## src/rtl/alu_ex_stage_if.sv

```systemverilog
// ============================================================================
// alu_ex_stage_if : ID/EX -> EX/MEM handshake and data bundle for alu_ex_stage.
// Optional Overflow signal present when ALU_OVERFLOW_EN is defined.
// Revision: 1.0
// ============================================================================
`default_nettype none

interface alu_ex_stage_if #(
   parameter int DATA_W = 32,
   parameter int REG_AW = 5
);
   logic              ID_Valid;
   logic [2:0]        ALU_Control;
   logic [DATA_W-1:0] Op_A;
   logic [DATA_W-1:0] Op_B;
   logic [REG_AW-1:0] Rd_In;
   logic              RegWrite_In;
   logic              MEM_Stall;
   logic              Flush;
   logic              ID_Ready;
   logic              EX_Valid;
   logic [DATA_W-1:0] ALU_Result;
   logic              Zero;
   logic [REG_AW-1:0] Rd_Out;
   logic              RegWrite_Out;
   logic              Illegal_Op;
`ifdef ALU_OVERFLOW_EN
   logic              Overflow;
`endif

   modport master (
      output ID_Valid, ALU_Control, Op_A, Op_B, Rd_In, RegWrite_In, MEM_Stall, Flush,
`ifdef ALU_OVERFLOW_EN
      input  Overflow,
`endif
      input  ID_Ready, EX_Valid, ALU_Result, Zero, Rd_Out, RegWrite_Out, Illegal_Op
   );

   modport slave (
      input  ID_Valid, ALU_Control, Op_A, Op_B, Rd_In, RegWrite_In, MEM_Stall, Flush,
`ifdef ALU_OVERFLOW_EN
      output Overflow,
`endif
      output ID_Ready, EX_Valid, ALU_Result, Zero, Rd_Out, RegWrite_Out, Illegal_Op
   );
endinterface

`default_nettype wire

```

## src/rtl/alu_ex_stage.sv

```systemverilog
// ============================================================================
// alu_ex_stage : MIPS-32 execute-stage ALU with EX/MEM register, stall/flush.
// Optional trap-on-overflow via macro ALU_OVERFLOW_EN.  Revision: 1.0
// ============================================================================
`default_nettype none

module alu_ex_stage #(
   parameter int DATA_W = 32,
   parameter int REG_AW = 5
) (
   input  wire             clk,
   input  wire             rst_n,
   alu_ex_stage_if.slave   bus
);
   localparam logic [2:0] c_op_and = 3'b000;
   localparam logic [2:0] c_op_or  = 3'b001;
   localparam logic [2:0] c_op_add = 3'b010;
   localparam logic [2:0] c_op_sub = 3'b110;
   localparam logic [2:0] c_op_slt = 3'b111;

   logic [DATA_W-1:0] result_c;
   logic              illegal_c;
   logic              ovf_c;
   logic [DATA_W-1:0] sum_c;
   logic [DATA_W-1:0] diff_c;

   logic              ex_valid_q,   ex_valid_d;
   logic [DATA_W-1:0] result_q,     result_d;
   logic              zero_q,       zero_d;
   logic [REG_AW-1:0] rd_q,         rd_d;
   logic              reg_write_q,  reg_write_d;
   logic              illegal_q,    illegal_d;
   logic              ovf_q,        ovf_d;

   assign sum_c  = bus.Op_A + bus.Op_B;
   assign diff_c = bus.Op_A - bus.Op_B;

   always_comb begin
      result_c  = '0;
      illegal_c = 1'b0;
      ovf_c     = 1'b0;
      case (bus.ALU_Control)
         c_op_and: result_c = bus.Op_A & bus.Op_B;
         c_op_or:  result_c = bus.Op_A | bus.Op_B;
         c_op_add: begin
            result_c = sum_c;
            ovf_c    = (bus.Op_A[DATA_W-1] == bus.Op_B[DATA_W-1]) &&
                       (sum_c[DATA_W-1] != bus.Op_A[DATA_W-1]);
         end
         c_op_sub: begin
            result_c = diff_c;
            ovf_c    = (bus.Op_A[DATA_W-1] != bus.Op_B[DATA_W-1]) &&
                       (diff_c[DATA_W-1] != bus.Op_A[DATA_W-1]);
         end
         c_op_slt: result_c = {{(DATA_W-1){1'b0}}, ($signed(bus.Op_A) < $signed(bus.Op_B))};
         default:  illegal_c = 1'b1;
      endcase
`ifndef ALU_OVERFLOW_EN
      ovf_c = 1'b0;
`endif
   end

   // Flush beats stall; on flush the data fields load anyway since nothing consumes them.
   always_comb begin
      ex_valid_d  = ex_valid_q;
      result_d    = result_q;
      zero_d      = zero_q;
      rd_d        = rd_q;
      reg_write_d = reg_write_q;
      illegal_d   = illegal_q;
      ovf_d       = ovf_q;
      if (bus.Flush) begin
         ex_valid_d  = 1'b0;
         reg_write_d = 1'b0;
         illegal_d   = 1'b0;
         ovf_d       = 1'b0;
         result_d    = result_c;
         zero_d      = (result_c == '0);
         rd_d        = bus.Rd_In;
      end else if (!bus.MEM_Stall) begin
         ex_valid_d  = bus.ID_Valid;
         result_d    = result_c;
         zero_d      = (result_c == '0);
         rd_d        = bus.Rd_In;
         illegal_d   = illegal_c & bus.ID_Valid;
         ovf_d       = ovf_c & bus.ID_Valid;
         reg_write_d = bus.RegWrite_In & bus.ID_Valid & ~ovf_c;
      end
   end

   always_ff @(posedge clk or negedge rst_n) begin
      if (!rst_n) begin
         ex_valid_q  <= 1'b0;
         result_q    <= '0;
         zero_q      <= 1'b0;
         rd_q        <= '0;
         reg_write_q <= 1'b0;
         illegal_q   <= 1'b0;
         ovf_q       <= 1'b0;
      end else begin
         ex_valid_q  <= ex_valid_d;
         result_q    <= result_d;
         zero_q      <= zero_d;
         rd_q        <= rd_d;
         reg_write_q <= reg_write_d;
         illegal_q   <= illegal_d;
         ovf_q       <= ovf_d;
      end
   end

   assign bus.ID_Ready     = ~bus.MEM_Stall;
   assign bus.EX_Valid     = ex_valid_q;
   assign bus.ALU_Result   = result_q;
   assign bus.Zero         = zero_q;
   assign bus.Rd_Out       = rd_q;
   assign bus.RegWrite_Out = reg_write_q;
   assign bus.Illegal_Op   = illegal_q;
`ifdef ALU_OVERFLOW_EN
   assign bus.Overflow     = ovf_q;
`else
   logic unused_ovf;
   assign unused_ovf = ovf_q;
`endif

endmodule

`default_nettype wire

```

## src/flat_wrapper.sv

```systemverilog
// flat-port wrapper written by rule: the top's interface ports become plain ports
module alu_ex_stage_flat 
#(
   parameter int DATA_W = 32,
   parameter int REG_AW = 5
)
  (clk, rst_n, bus_ID_Valid, bus_ALU_Control, bus_Op_A, bus_Op_B, bus_Rd_In, bus_RegWrite_In, bus_MEM_Stall, bus_Flush, bus_ID_Ready, bus_EX_Valid, bus_ALU_Result, bus_Zero, bus_Rd_Out, bus_RegWrite_Out, bus_Illegal_Op);
  alu_ex_stage_if #(.DATA_W(DATA_W), .REG_AW(REG_AW)) bus_i ();
  input  wire clk;
  input  wire rst_n;
  input wire logic [$bits(bus_i.ID_Valid)-1:0] bus_ID_Valid;
  input wire logic [$bits(bus_i.ALU_Control)-1:0] bus_ALU_Control;
  input wire logic [$bits(bus_i.Op_A)-1:0] bus_Op_A;
  input wire logic [$bits(bus_i.Op_B)-1:0] bus_Op_B;
  input wire logic [$bits(bus_i.Rd_In)-1:0] bus_Rd_In;
  input wire logic [$bits(bus_i.RegWrite_In)-1:0] bus_RegWrite_In;
  input wire logic [$bits(bus_i.MEM_Stall)-1:0] bus_MEM_Stall;
  input wire logic [$bits(bus_i.Flush)-1:0] bus_Flush;
  output wire logic [$bits(bus_i.ID_Ready)-1:0] bus_ID_Ready;
  output wire logic [$bits(bus_i.EX_Valid)-1:0] bus_EX_Valid;
  output wire logic [$bits(bus_i.ALU_Result)-1:0] bus_ALU_Result;
  output wire logic [$bits(bus_i.Zero)-1:0] bus_Zero;
  output wire logic [$bits(bus_i.Rd_Out)-1:0] bus_Rd_Out;
  output wire logic [$bits(bus_i.RegWrite_Out)-1:0] bus_RegWrite_Out;
  output wire logic [$bits(bus_i.Illegal_Op)-1:0] bus_Illegal_Op;
  assign bus_i.ID_Valid = bus_ID_Valid;
  assign bus_i.ALU_Control = bus_ALU_Control;
  assign bus_i.Op_A = bus_Op_A;
  assign bus_i.Op_B = bus_Op_B;
  assign bus_i.Rd_In = bus_Rd_In;
  assign bus_i.RegWrite_In = bus_RegWrite_In;
  assign bus_i.MEM_Stall = bus_MEM_Stall;
  assign bus_i.Flush = bus_Flush;
  assign bus_ID_Ready = bus_i.ID_Ready;
  assign bus_EX_Valid = bus_i.EX_Valid;
  assign bus_ALU_Result = bus_i.ALU_Result;
  assign bus_Zero = bus_i.Zero;
  assign bus_Rd_Out = bus_i.Rd_Out;
  assign bus_RegWrite_Out = bus_i.RegWrite_Out;
  assign bus_Illegal_Op = bus_i.Illegal_Op;
  alu_ex_stage #(.DATA_W(DATA_W), .REG_AW(REG_AW)) u_core (.clk(clk), .rst_n(rst_n), .bus(bus_i));
endmodule
```

## config.mk

```make
export PLATFORM = sky130hd
export DESIGN_NAME = alu_ex_stage_flat
export DESIGN_NICKNAME = d
export VERILOG_FILES = /design/src/rtl/alu_ex_stage_if.sv /design/src/rtl/alu_ex_stage.sv /design/src/flat_wrapper.sv
export SDC_FILE = /design/constraint.sdc
export NUM_CORES = 1
export LEC_CHECK = 0
export ABC_AREA = 1
export CAP_MARGIN = 15
export CORE_ASPECT_RATIO = 0.7
export CORE_MARGIN = 2
export CORE_UTILIZATION = 60
export CTS_CLUSTER_DIAMETER = 150
export DETAILED_ROUTE_END_ITERATION = 10
export GPL_ROUTABILITY_DRIVEN = 1
export PLACE_DENSITY = 0.87
export SYNTH_ARGS = -nofsm -noshare
export SYNTH_HDL_FRONTEND = slang
export SYNTH_SLANG_ARGS = --single-unit
```

## constraint.sdc

```tcl
create_clock -name clk -period 1 [get_ports clk]
set_input_delay 0.2 -clock clk [delete_from_list [all_inputs] [get_ports clk]]
set_output_delay 0.2 -clock clk [all_outputs]
set_load 0.005 [all_outputs]
```

==> results.cfg, run 1 <==
[floorplanning]
io_pins = 120
initial_core_util_pct = 60.80
die-width_microns = 141.4
fp-row-count = 35
die_h_microns = 100.2

[yosys]
synth-seq-cells = 41
synth_top_flop_cell = dfrtp_1
synth_edf_count = 0
synthArstFlopShare_pct = 100.0
yosysSeqAreaShare_pct = 12.93
synthCells = 1455
synth_fp_nets = 1634
synth_area_sq_um = 7934
synthTopCellsByArea = nand2_1, ha_1, inv_1
ys_warn_count = 0
synth.top_cell.area_share_pct = 23.75
postSynthAreaPerCell_sq_um = 5.453
synth_area_leader_cell = nand2_1
synth.distinct_cells = 36

[status]
tool.error = [ERROR DPL-0038] Utilization greater than 100%, impossible to legalize
status = aborted with a tool error
stop_stage = clock tree synthesis (4_1_cts)

[placement]
io_buffers = 119
place_congestion = 1.145
dpl.hpwl_mm = 31.00

[cts]
cts_setup_buffers = 126
ctsResizeCount = 898
cts.sinks = 41
cts.htree.levels = 2
clockRootBuffer = clkbuf_16
clk_path_buf_depth = 2
hold_buffers = 1
cts_buffers = 5
[synth_stat cells, types with 5 or more instances]
cell type / n
nand3_1: 131
nand3b_1: 12
nand2_2: 7
nand2_1: 502
a31oi_1: 5
a21oi_1: 58
nand4_1: 18
dfrtp_1: 41
inv_2: 8
o22ai_1: 25
nor3_1: 13
nor2_2: 6
clkbuf_1: 10
ha_1: 99
o21ai_0: 40
buf_2: 12
o21bai_1: 6
buf_4: 13
inv_1: 280
nor2_1: 139
[per-stage QoR]
stage	instance area, sq um	hold WS [ns]	cells	util [%]	setup slack, ns
2_1_floorplan	9007	-0.09559	1455	-	-0.9048
3_3_place_gp	12140	0.08871	1963	93.04	-1.802
3_5_place_dp	12140	0.08839	1963	93.04	-1.906
[kinds of logic after synthesis]
kind of cell / Yosys count / share of synthesized area [%]
and+or+nand+nor: 841 / 44.32
buffers and inverters: 328 / 16.51
AOI/OAI and AO/OA: 144 / 10.12
adders and majority gates: 101 / 16.12
DFF: 41 / 12.93
==> run 2: changes to the inputs <==
Settings changed: CORE_ASPECT_RATIO 0.7 to unset, CORE_UTILIZATION 60 to 40, CTS_CLUSTER_DIAMETER 150 to unset, PLACE_DENSITY 0.87 to unset, PLACE_DENSITY_LB_ADDON set to 0.15.
==> results.cfg, run 2 <==
[pwr]
power.share.sequential_pct = 14.3
p_leak_nw = 8.548
swShare_pct = 44.65
switching_power_w = 0.006039
internal_power_w = 0.007487
clkPwrFrac_pct = 13.6
power_density_nw_per_um2 = 821.1
ir_drop_uv = 702.1
combPwrFrac_pct = 72.1

[global_routing]
grt_antenna_before_repair = 1
overflow = 0
grt_pass1_vias = 10990
grt_max_degree = 50
grt_pass1_wl_mm = 55.81
grt_usage_pct = 34.12

[sta]
setup_viol = 44
worst_pin_slew_ns = 0.5061
skew_ns = 0
fin_crit_sh_pct = 228.8
max_freq_ghz = 0.4370
hold_viol_final = 0
timing.hold.ws_ns = 0.4025
rsz0062_at_grt = true
min_period_ns = 2.288
slew_headroom_pct = 66.26
worst_slack_ns = -1.288
drv_slew = 0

[placement]
dpl.hpwl_mm = 28.23
place_congestion = 1.016
io_buffers = 119
placed_cells = 2129

[critical_path]
startpoint = bus_Op_A[6]
crit_path_max_incr_delay_ns = 0.27
crit_chain = buf_8 -> inv_4 -> ha_4 -> buf_6 -> nor2_4 -> nand4_1 -> nand2_2 -> nand2_2 -> nand2_2 -> nand2_1 -> nand2_1 -> nor2_1 -> nor2_1 -> buf_4 -> nand2_2 -> nor2_2 -> nand3_2 -> nor2_1 -> nand3_1 -> nand2_1
critPathMostFrequentCell = nand2_2
worstSetupStartpointType = input pin
critPathTopFamily = simple AND/OR/NAND/NOR gates
worstPathArrival_ns = 2.51
r2r-start = u_core.bus.ALU_Result[19]
critPathMaxFanout = 5
cp_data_required_time_ns = 1.22
endpoint_kind = flip-flop
critPathSlowestCell = ha_4
critPathBufInv = 4
critical_path_class = input pin to flip-flop

[floorplanning]
initial_core_util_pct = 40.77
coreArea_sq_um = 19460
die_h_microns = 144.8
die-width_microns = 144.8
fp-row-count = 51
io_pins = 120
dieArea_sq_um = 20980

[yosys]
synthArstFlopShare_pct = 100.0
synth_area_leader_cell = nand2_1
synthTopCellsByArea = nand2_1, ha_1, inv_1
postSynthAreaPerCell_sq_um = 5.453
yosysSeqAreaShare_pct = 12.93
synth.distinct_cells = 36
synth.top_cell.area_share_pct = 23.75
synth_area_sq_um = 7934
synthCells = 1455
synth_fp_nets = 1634
synth_commonest_cells = nand2_1, inv_1, nor2_1, nand3_1, ha_1
post-synth-top-count-cell = nand2_1
synth_top_flop_cell = dfrtp_1
synth-seq-cells = 41
ys_warn_count = 0
synth_edf_count = 0

[finish]
stdcell_count = 2264
final_common_cell = buf_4
antenna_cells = 0
syn2layout_area_growth_pct = 107.6
nets = 2177
layout_common_cells = buf_4, nand2_1, inv_1, nand2_2, buf_6
largest_reg_flops = 32
final_util_pct = 84.64
final_layout_size_suffix_gt1_share_pct = 60.13

[route]
drt_iter0_drc = 962
routed_via_density = 5.434
routed_wl_mm = 42.30
drc = 0
via_count = 12300
ant_nets = 0
firstDrtPassIters = 6
wire_per_inst_microns = 18.69

[cts]
cts.sinks = 41
clock_latency_ns = 0.29
cts.htree.levels = 2
clk_pin_slew_ns = 0.06
clockRootBuffer = clkbuf_16
cts_tree = done
clk_path_buf_depth = 2
cts_buffers = 5

[status]
status = finished, violations left
failed_checks = setup timing

[worst_hold_path]
hp-class = input pin to async pin

[run]
cap_violations = 0
-- run 2: cell counts after synthesis --
No cell type changed its count.
-- run 2: per-layer routing --
layer	part of all wire, %	track usage, %	vias to the layer above
met2	47	56.78	721
met5	0.031	0	-
li1	-	-	5611
met4	5.9	13.54	2
met1	39	44.47	5748
met3	8.2	4.870	221
-- run 2: area by class of cell --
| class | count | area (sq um) |
|---|---|---|
| Tap cell | 265 | 331.6 |
| Timing Repair Buffer | 575 | 4982 |
| Multi-Input combinational cell | 1086 | 8707 |
| Fill cell | 1116 | 2989 |
| Clock inverter | 3 | 46.29 |
| Sequential cell | 41 | 1026 |
| Clock buffer | 5 | 125.1 |
| Inverter | 289 | 1255 |
-- run 2: kinds of logic after synthesis --
kind of cell	count (synthesis)	synth area share [%]
simple gates	841	44.32
compound gates	144	10.12
buf+inv	328	16.51
fa+ha+maj	101	16.12
flops	41	12.93
-- run 2: worst paths after layout --
check | cells after the start | slack [ns] | endpoint
min | 3 | 0.40 | u_core.bus.ALU_Result[3]
min reg2reg | 2 | 0.47 | u_core.bus.Rd_Out[0]
max reg2reg | 5 | 0.04 | u_core.bus.ALU_Result[19]
max | 20 | -1.29 | u_core.bus.Zero
max in group asynchronous | 3 | 0.39 | u_core.bus.Zero
min in group clk | 4 | 0.42 | u_core.bus.EX_Valid
-- run 2: metrics by stage --
step	power [W]	area [sq um]	setup WS, ns	setup TNS (ns)
2_1_floorplan	0.005398	9007	-0.9048	-18.48
3_3_place_gp	0.008642	12870	-1.904	-56.80
3_5_place_dp	0.008719	12870	-1.893	-57.75
4_1_cts	0.01199	15050	-1.075	-25.96
5_1_grt	0.01414	16470	-1.376	-31.42
6_report	0.01353	16470	-1.288	-28.81
-- run 2: power groups by stage --
stage	Sequential [W]	Combinational [W]	Clock, W
floorplan	0.00198	0.00342	0
global placement	0.00196	0.00668	0
detailed placement	0.00197	0.00675	0
CTS	0.00193	0.00823	0.00183
global route	0.00196	0.0103	0.00192
finish	0.00194	0.00975	0.00184
-- run 2: repair_timing --
item                       4_1_cts  5_1_grt
setup endpoints to repair       83       74
setup buffers                   92       52
hold buffers                     1        0
hold endpoints to repair        41        0
resized for setup              832      330
pin swaps                      281      206
cloned                           1        0
-- run 2: worst register-to-register path, cell delays in order (launching register included) --
cell	delay, ns
dfrtp_1	0.38
buf_4	0.14
buf_4	0.12
buf_4	0.12
nand2_1	0.05
nand2_1	0.04
Note: power is estimated with default switching activity, not from simulation.
==> RTL edit 1 (settings of run 2) <==
Reset style: synchronous (`rst_n`), changed in one clocked block.
--- a/src/rtl/alu_ex_stage.sv
+++ b/src/rtl/alu_ex_stage.sv
@@ -89,5 +89,5 @@
    end
 
-   always_ff @(posedge clk or negedge rst_n) begin
+   always_ff @(posedge clk) begin
       if (!rst_n) begin
          ex_valid_q  <= 1'b0;
Behaviour: differs if rst_n is asserted again (counterexample within 4 cycles, from zero or initial values and one cycle with rst_n low); with rst_n held inactive, the same outputs for 10 cycles.
==> RTL edit 1 against run 2 <==
The run still ends with setup timing left. Area after synthesis increased by 3.7%. Clock power decreased by 17%. Maximum frequency decreased by 2.3%. Synthesized cell count increased by 4.7%. Sequential cell count unchanged. Final cell count increased by 3.0%. Wire length increased by 14%. First-iteration DRC count increased by 15%. Design area increased by 3.3%. Setup slack got worse by 0.053 ns. Power increased by 0.18%.
==> RTL edit 1: results (changes against run 2) <==
CTS
  – Clk root buf: sky130_fd_sc_hd__clkbuf_16
  – Clock slew at the register clock pins of the worst setup and hold paths: 0.06 ns (about the same)
  – Post-cts sizing count: 1017 (+22%)
  – Post-CTS setup repair buffer count: 103 (+12%)

Logic synthesis
  – Average cell area after synthesis: 5.40 sq um (-1.0%)
  – Unique cell type count in the Yosys netlist: 39 (+8.3%)
  – Post-synth net total: 1703 (+4.2%)
  – Most used standard cells in the synthesized netlist: sky130_fd_sc_hd__nand2_1, sky130_fd_sc_hd__inv_1, sky130_fd_sc_hd__nor2_1, sky130_fd_sc_hd__nand3_1, sky130_fd_sc_hd__ha_1
  – Post-synth top flop: sky130_fd_sc_hd__dfxtp_1
  – XOR/XNOR share of the synthesized area: 0.213% (+0.21 points)
  – Portion of the post-synthesis area used by sequential elements: 9.98% (-3.0 points)
  – Top cells by area in the synthesized netlist: sky130_fd_sc_hd__nand2_1, sky130_fd_sc_hd__ha_1, sky130_fd_sc_hd__inv_1, sky130_fd_sc_hd__dfxtp_1, sky130_fd_sc_hd__nand3_1
  – Synthesized-area fraction occupied by adder cells: 15.5% (-0.57 points)
  – Post-synthesis async set-or-reset flop share: 0% (-100 points)
  – Multiplexer fraction of the synthesized cell area: 0% (unchanged)
  – Area fraction in compound gates after synthesis: 12.7% (+2.6 points)

Placement
  – Half-perimeter wire length after placement: 29.5 mm (+4.4%)
  – Final GP Congestion: 0.988 (-2.8%)
  – Setup Slack @ Placement: -2.08 ns (-0.183 ns)
  – Post-place instance area: 0.0128 sq mm (-0.33%)
  – Number of input and output port buffers inserted: 119 (unchanged)

Global routing
  – Wire length of the first global-routing pass: 60.8 mm (+8.9%)
  – Number of antenna violations at the first check in global routing: 2 (+1)
  – Maximum number of pins on one net before global-route repair: 26 (-48%)
  – All-layer global routing usage: 35.0% (+0.92 points)
  – Number of global-route vias before repair: 11924 (+8.5%)

Critical path
  – Data arrival at the endpoint of the critical path: 2.56 ns (+0.05 ns)
  – R2R setup slack: 0.09 ns (+0.05 ns)
  – Largest fanout on the critical path: 4 (-1)

Outcome
  – Violated checks: setup timing
  – Status: finished with violations

Detailed routing
  – Final routed wirelength across all metal layers: 48.2 mm (+14%)
  – Overall via count from detail_route: 12986 (+5.6%)
  – DR iter-0 viols: 1102 (+15%)

STA
  – Max-slew headroom: 50.7% (-16 points)
  – Post-route worst setup slack: -1.34 ns (-0.0529 ns)
  – Sum of negative setup slack: -31.95 ns (-3.14 ns)
  – Final clock skew: 0 ns (unchanged)
  – Setup-failing EPs final: 34 (-23%)
  – Post-Route Hold Slack: 0.325 ns (-0.0771 ns)

Finish
  – Number of nets at the end of the flow: 2242 (+3.0%)
  – Proportion of layout cells with a drive suffix above 1: 65.1% (+5.0 points)
  – Final non-filler cell total: 2332 (+3.0%)

Power and ir drop
  – Worst-case vdd ir drop: 0.819 mV (+17%)
  – Internal Power: 7190 uW (-3.9%)
  – Leak Pwr: 0.00882 uW (+3.2%)

Min path
  – Worst min path class: in -> reg
## RTL edit 1: cell count changes after synthesis, moves of 9 or more
cell and change:
sky130_fd_sc_hd__inv_2 +9, sky130_fd_sc_hd__inv_1 +40, sky130_fd_sc_hd__nand2_1 -49, sky130_fd_sc_hd__nor2_2 +12
sky130_fd_sc_hd__dfxtp_1 +41, sky130_fd_sc_hd__o21bai_1 +14, sky130_fd_sc_hd__o21ai_0 +11, sky130_fd_sc_hd__dfrtp_1 -41
sky130_fd_sc_hd__o211ai_1 +11
## RTL edit 1: power groups by stage
stage	registers [uW]	clock network, uW	logic (uW)
after floorplan	1860	0	3500
after detailed placement	1860	0	6630
after global placement	1850	0	6580
final	1840	1530	10200
after global routing	1850	1580	10600
after CTS	1840	1520	8250
## RTL edit 1: critical path: stages
cell                      delay, ns
sky130_fd_sc_hd__buf_12        0.10
sky130_fd_sc_hd__inv_12        0.03
sky130_fd_sc_hd__ha_4          0.15
sky130_fd_sc_hd__fa_2          0.41
sky130_fd_sc_hd__inv_2         0.10
sky130_fd_sc_hd__nand2_2       0.07
sky130_fd_sc_hd__nand2_2       0.11
sky130_fd_sc_hd__nand4_1       0.15
sky130_fd_sc_hd__nand2_2       0.15
sky130_fd_sc_hd__nand2_1       0.08
sky130_fd_sc_hd__nand2_1       0.07
sky130_fd_sc_hd__nor2_1        0.05
sky130_fd_sc_hd__nor2_2        0.13
sky130_fd_sc_hd__nand2_1       0.06
sky130_fd_sc_hd__nor2_1        0.11
sky130_fd_sc_hd__nand2_1       0.07
sky130_fd_sc_hd__nor2_2        0.09
sky130_fd_sc_hd__nand2_1       0.08
sky130_fd_sc_hd__nor2_1        0.11
sky130_fd_sc_hd__nand3_1       0.09
sky130_fd_sc_hd__a21oi_2       0.13
## RTL edit 1: area by class of cell
| class | count | area, sq um |
|---|---|---|
| sequential | 41 | 862 |
| fill | 1138 | 3220 |
| clock buffer | 5 | 125 |
| tap | 270 | 338 |
| timing repair buffer | 574 | 5050 |
| inverter | 338 | 1510 |
| multi-input combinational | 1103 | 9120 |
| clock inverter | 1 | 5.00 |
## RTL edit 1: metal layers
layer / track usage, % / up-vias / share of wire [%]
met2: 62.0 / 798 / 46
li1: - / 5803 / -
met3: 4.23 / 319 / 8.8
met4: 18.8 / 4 / 9.0
met1: 41.4 / 6062 / 36
met5: 0 / - / 0.054
## RTL edit 1: path summary, 6_finish.rpt
| check | startpoint | endpoint | cells past startpoint |
|---|---|---|---|
| min reg2reg | u_core.bus.Rd_Out[1] | u_core.bus.Rd_Out[1] | 2 |
| min | bus_ID_Valid | u_core.bus.RegWrite_Out | 3 |
| max | bus_Op_A[0] | u_core.bus.Zero | 21 |
| max reg2reg | u_core.bus.ALU_Result[7] | u_core.bus.ALU_Result[7] | 4 |
==> RTL edit 2 (config.mk and constraints of run 2) <==
Made on the original files. `REG_AW` is set to 5 in 3 places; all go to 4.
--- a/src/rtl/alu_ex_stage_if.sv
+++ b/src/rtl/alu_ex_stage_if.sv
@@ -8,5 +8,5 @@
 interface alu_ex_stage_if #(
    parameter int DATA_W = 32,
-   parameter int REG_AW = 5
+   parameter int REG_AW = 4
 );
    logic              ID_Valid;
--- a/src/rtl/alu_ex_stage.sv
+++ b/src/rtl/alu_ex_stage.sv
@@ -7,5 +7,5 @@
 module alu_ex_stage #(
    parameter int DATA_W = 32,
-   parameter int REG_AW = 5
+   parameter int REG_AW = 4
 ) (
    input  wire             clk,
--- a/src/flat_wrapper.sv
+++ b/src/flat_wrapper.sv
@@ -3,5 +3,5 @@
 #(
    parameter int DATA_W = 32,
-   parameter int REG_AW = 5
+   parameter int REG_AW = 4
 )
   (clk, rst_n, bus_ID_Valid, bus_ALU_Control, bus_Op_A, bus_Op_B, bus_Rd_In, bus_RegWrite_In, bus_MEM_Stall, bus_Flush, bus_ID_Ready, bus_EX_Valid, bus_ALU_Result, bus_Zero, bus_Rd_Out, bus_RegWrite_Out, bus_Illegal_Op);
Ports: changed (resized bus_Rd_In and bus_Rd_Out); port bits go from 120 to 118. No check against the original RTL was run, so the function may have changed too.
==> RTL edit 2 against run 2 <==
Core utilization down 5.7 points. Critical endpoint unchanged. Clock power decreased by 17%. Highest routed layer is now met4. Design area shrank 7.0%. Area after synthesis down 0.98%. Non-clock buffer count shrank 21. Sequential share of layout area is 0.31 points higher. Power is 9.8% lower. Register-to-register slack improved by 0.08 ns. Wire length down 11%. Via count decreased by 7.1%. The flow still finishes with violations (setup timing). Setup slack better by 0.094 ns. Die area shrank 0.95%. Sequential cell count is 1 lower.
==> RTL edit 2: results (changes against run 2) <==
Outcome
  – Status: finished with violations
  – Violated checks: setup timing

Critical path
  – Max incr delay on CP: 0.35 ns (+0.08 ns)
  – Largest fanout on the critical path: 4 (-1)
  – Data arrival at the endpoint of the critical path: 2.42 ns (-0.09 ns)
  – Cell with the largest stage delay on the worst path: sky130_fd_sc_hd__fa_2

Logic synthesis
  – Portion of the post-synthesis area used by sequential elements: 12.7% (-0.19 points)
  – Most used standard cells in the synthesized netlist: sky130_fd_sc_hd__nand2_1, sky130_fd_sc_hd__inv_1, sky130_fd_sc_hd__nor2_1, sky130_fd_sc_hd__nand3_1, sky130_fd_sc_hd__ha_1
  – Unique cell type count in the Yosys netlist: 35 (-2.8%)
  – Top cells by area in the synthesized netlist: sky130_fd_sc_hd__nand2_1, sky130_fd_sc_hd__ha_1, sky130_fd_sc_hd__inv_1, sky130_fd_sc_hd__dfrtp_1, sky130_fd_sc_hd__nand3_1
  – Post-synth net total: 1639 (+0.31%)

Global routing
  – Wire length of the first global-routing pass: 55.0 mm (-1.4%)
  – All-layer global routing usage: 33.8% (-0.35 points)
  – Number of antenna violations at the first check in global routing: 0 (-1)
  – Maximum number of pins on one net before global-route repair: 50 (unchanged)

STA
  – Post-route worst setup slack: -1.19 ns (+0.0945 ns)
  – Sum of negative setup slack: -27.87 ns (+0.934 ns)
  – Setup-failing EPs final: 38 (-14%)
  – Max-slew headroom: 75.7% (+9.4 points)

Placement
  – Number of input and output port buffers inserted: 117 (-1.7%)
  – Half-perimeter wire length after placement: 28.6 mm (+1.5%)
  – Final GP Congestion: 1.04 (+2.7%)

Detailed routing
  – Overall via count from detail_route: 11435 (-7.1%)
  – First-pass iteration count of the detailed router: 6 (unchanged)
  – DR iter-0 viols: 827 (-14%)
  – Final routed wirelength across all metal layers: 37.7 mm (-11%)

CTS
  – CTS Buf Count: 5 (unchanged)
  – CTS H-tree depth: 2 (unchanged)

Finish
  – Proportion of layout cells with a drive suffix above 1: 56.4% (-3.8 points)
  – Fillers: 1406 (+26%)
  – Number of nets at the end of the flow: 2161 (-0.73%)

Power and ir drop
  – Leak Pwr: 0.00817 uW (-4.4%)
  – Worst-case vdd ir drop: 0.632 mV (-10%)
-- RTL edit 2: cell count changes after synthesis, sizes merged, moves of 2 or more --
cell	before	now
buf	29	27
a21oi	62	60
inv	288	302
nor2	146	148
o21ai	41	43
a21boi	2	0
clkbuf	10	12
o21bai	6	4
or2	3	5
nand4	18	14
-- RTL edit 2: report_power, final --
group | internal (uW) | total (uW) | switching (uW)
Combinational | 4050 | 8770 | 4720
Sequential | 1800 | 1900 | 101
Clock | 918 | 1530 | 615
-- RTL edit 2: worst register-to-register path, stage by stage, from the launching register on --
cell and delay (ns):
sky130_fd_sc_hd__dfrtp_1 0.37, sky130_fd_sc_hd__buf_4 0.13, sky130_fd_sc_hd__buf_4 0.12, sky130_fd_sc_hd__o21a_1 0.17
-- RTL edit 2: layer usage --
metal	share of wire, %	routed length [microns]	global-route usage (%)
met4	3.6	1370	11.4
met1	42	16000	44.8
met3	7.0	2630	4.01
met2	47	17700	56.9
met5	0	0	0
-- RTL edit 2: final timing paths --
check,startpoint,endpoint,slack [ns],cells after the start
max,bus_Op_A[0],u_core.bus.Zero,-1.19,20
min in group clk,bus_Flush,u_core.bus.Illegal_Op,0.36,4
min,rst_n,u_core.bus.ALU_Result[7],0.30,2
max in group asynchronous,rst_n,u_core.bus.ALU_Result[22],0.27,3
max reg2reg,u_core.bus.ALU_Result[8],u_core.bus.ALU_Result[8],0.12,3
min reg2reg,u_core.bus.ALU_Result[22],u_core.bus.ALU_Result[22],0.46,2
-- RTL edit 2: layout make-up --
class	count	share of cell area, %
Multi-Input combinational cell	1079	52.2
Timing Repair Buffer	554	29.7
Inverter	303	8.45
Sequential cell	40	6.53
Tap cell	265	2.16
Clock buffer	5	0.817
Clock inverter	3	0.123
-- RTL edit 2: through the flow --
stage	instance area, sq um	setup slack, ns	total power (uW)	hold WS, ns	instances
3_3_place_gp	12600	-2.05	8540	0.0537	2142
5_1_grt	15300	-1.32	12900	0.332	2249
3_5_place_dp	12600	-2.08	8610	0.0595	2142
4_1_cts	14400	-1.14	11200	0.301	2213
2_1_floorplan	8930	-0.911	5280	-0.0956	1461
6_report	15300	-1.19	12200	0.296	2249
-- RTL edit 2: repair_timing --
action | CTS | global route
pin swaps | 228 | 171
hold buffers | 1 | 0
gates resized for setup | 692 | 302
setup buffers | 65 | 55
cloned | 0 | 1
setup endpoints to repair | 81 | 79
hold endpoints to repair | 7 | 0
-- RTL edit 2: cell families after synthesis --
family / count (synthesis) / share of synthesized area, %
buf+inv: 342 / 17.2
flops: 40 / 12.7
compound gates: 139 / 9.60
fa+ha+maj: 101 / 16.3
simple gates: 839 / 44.2
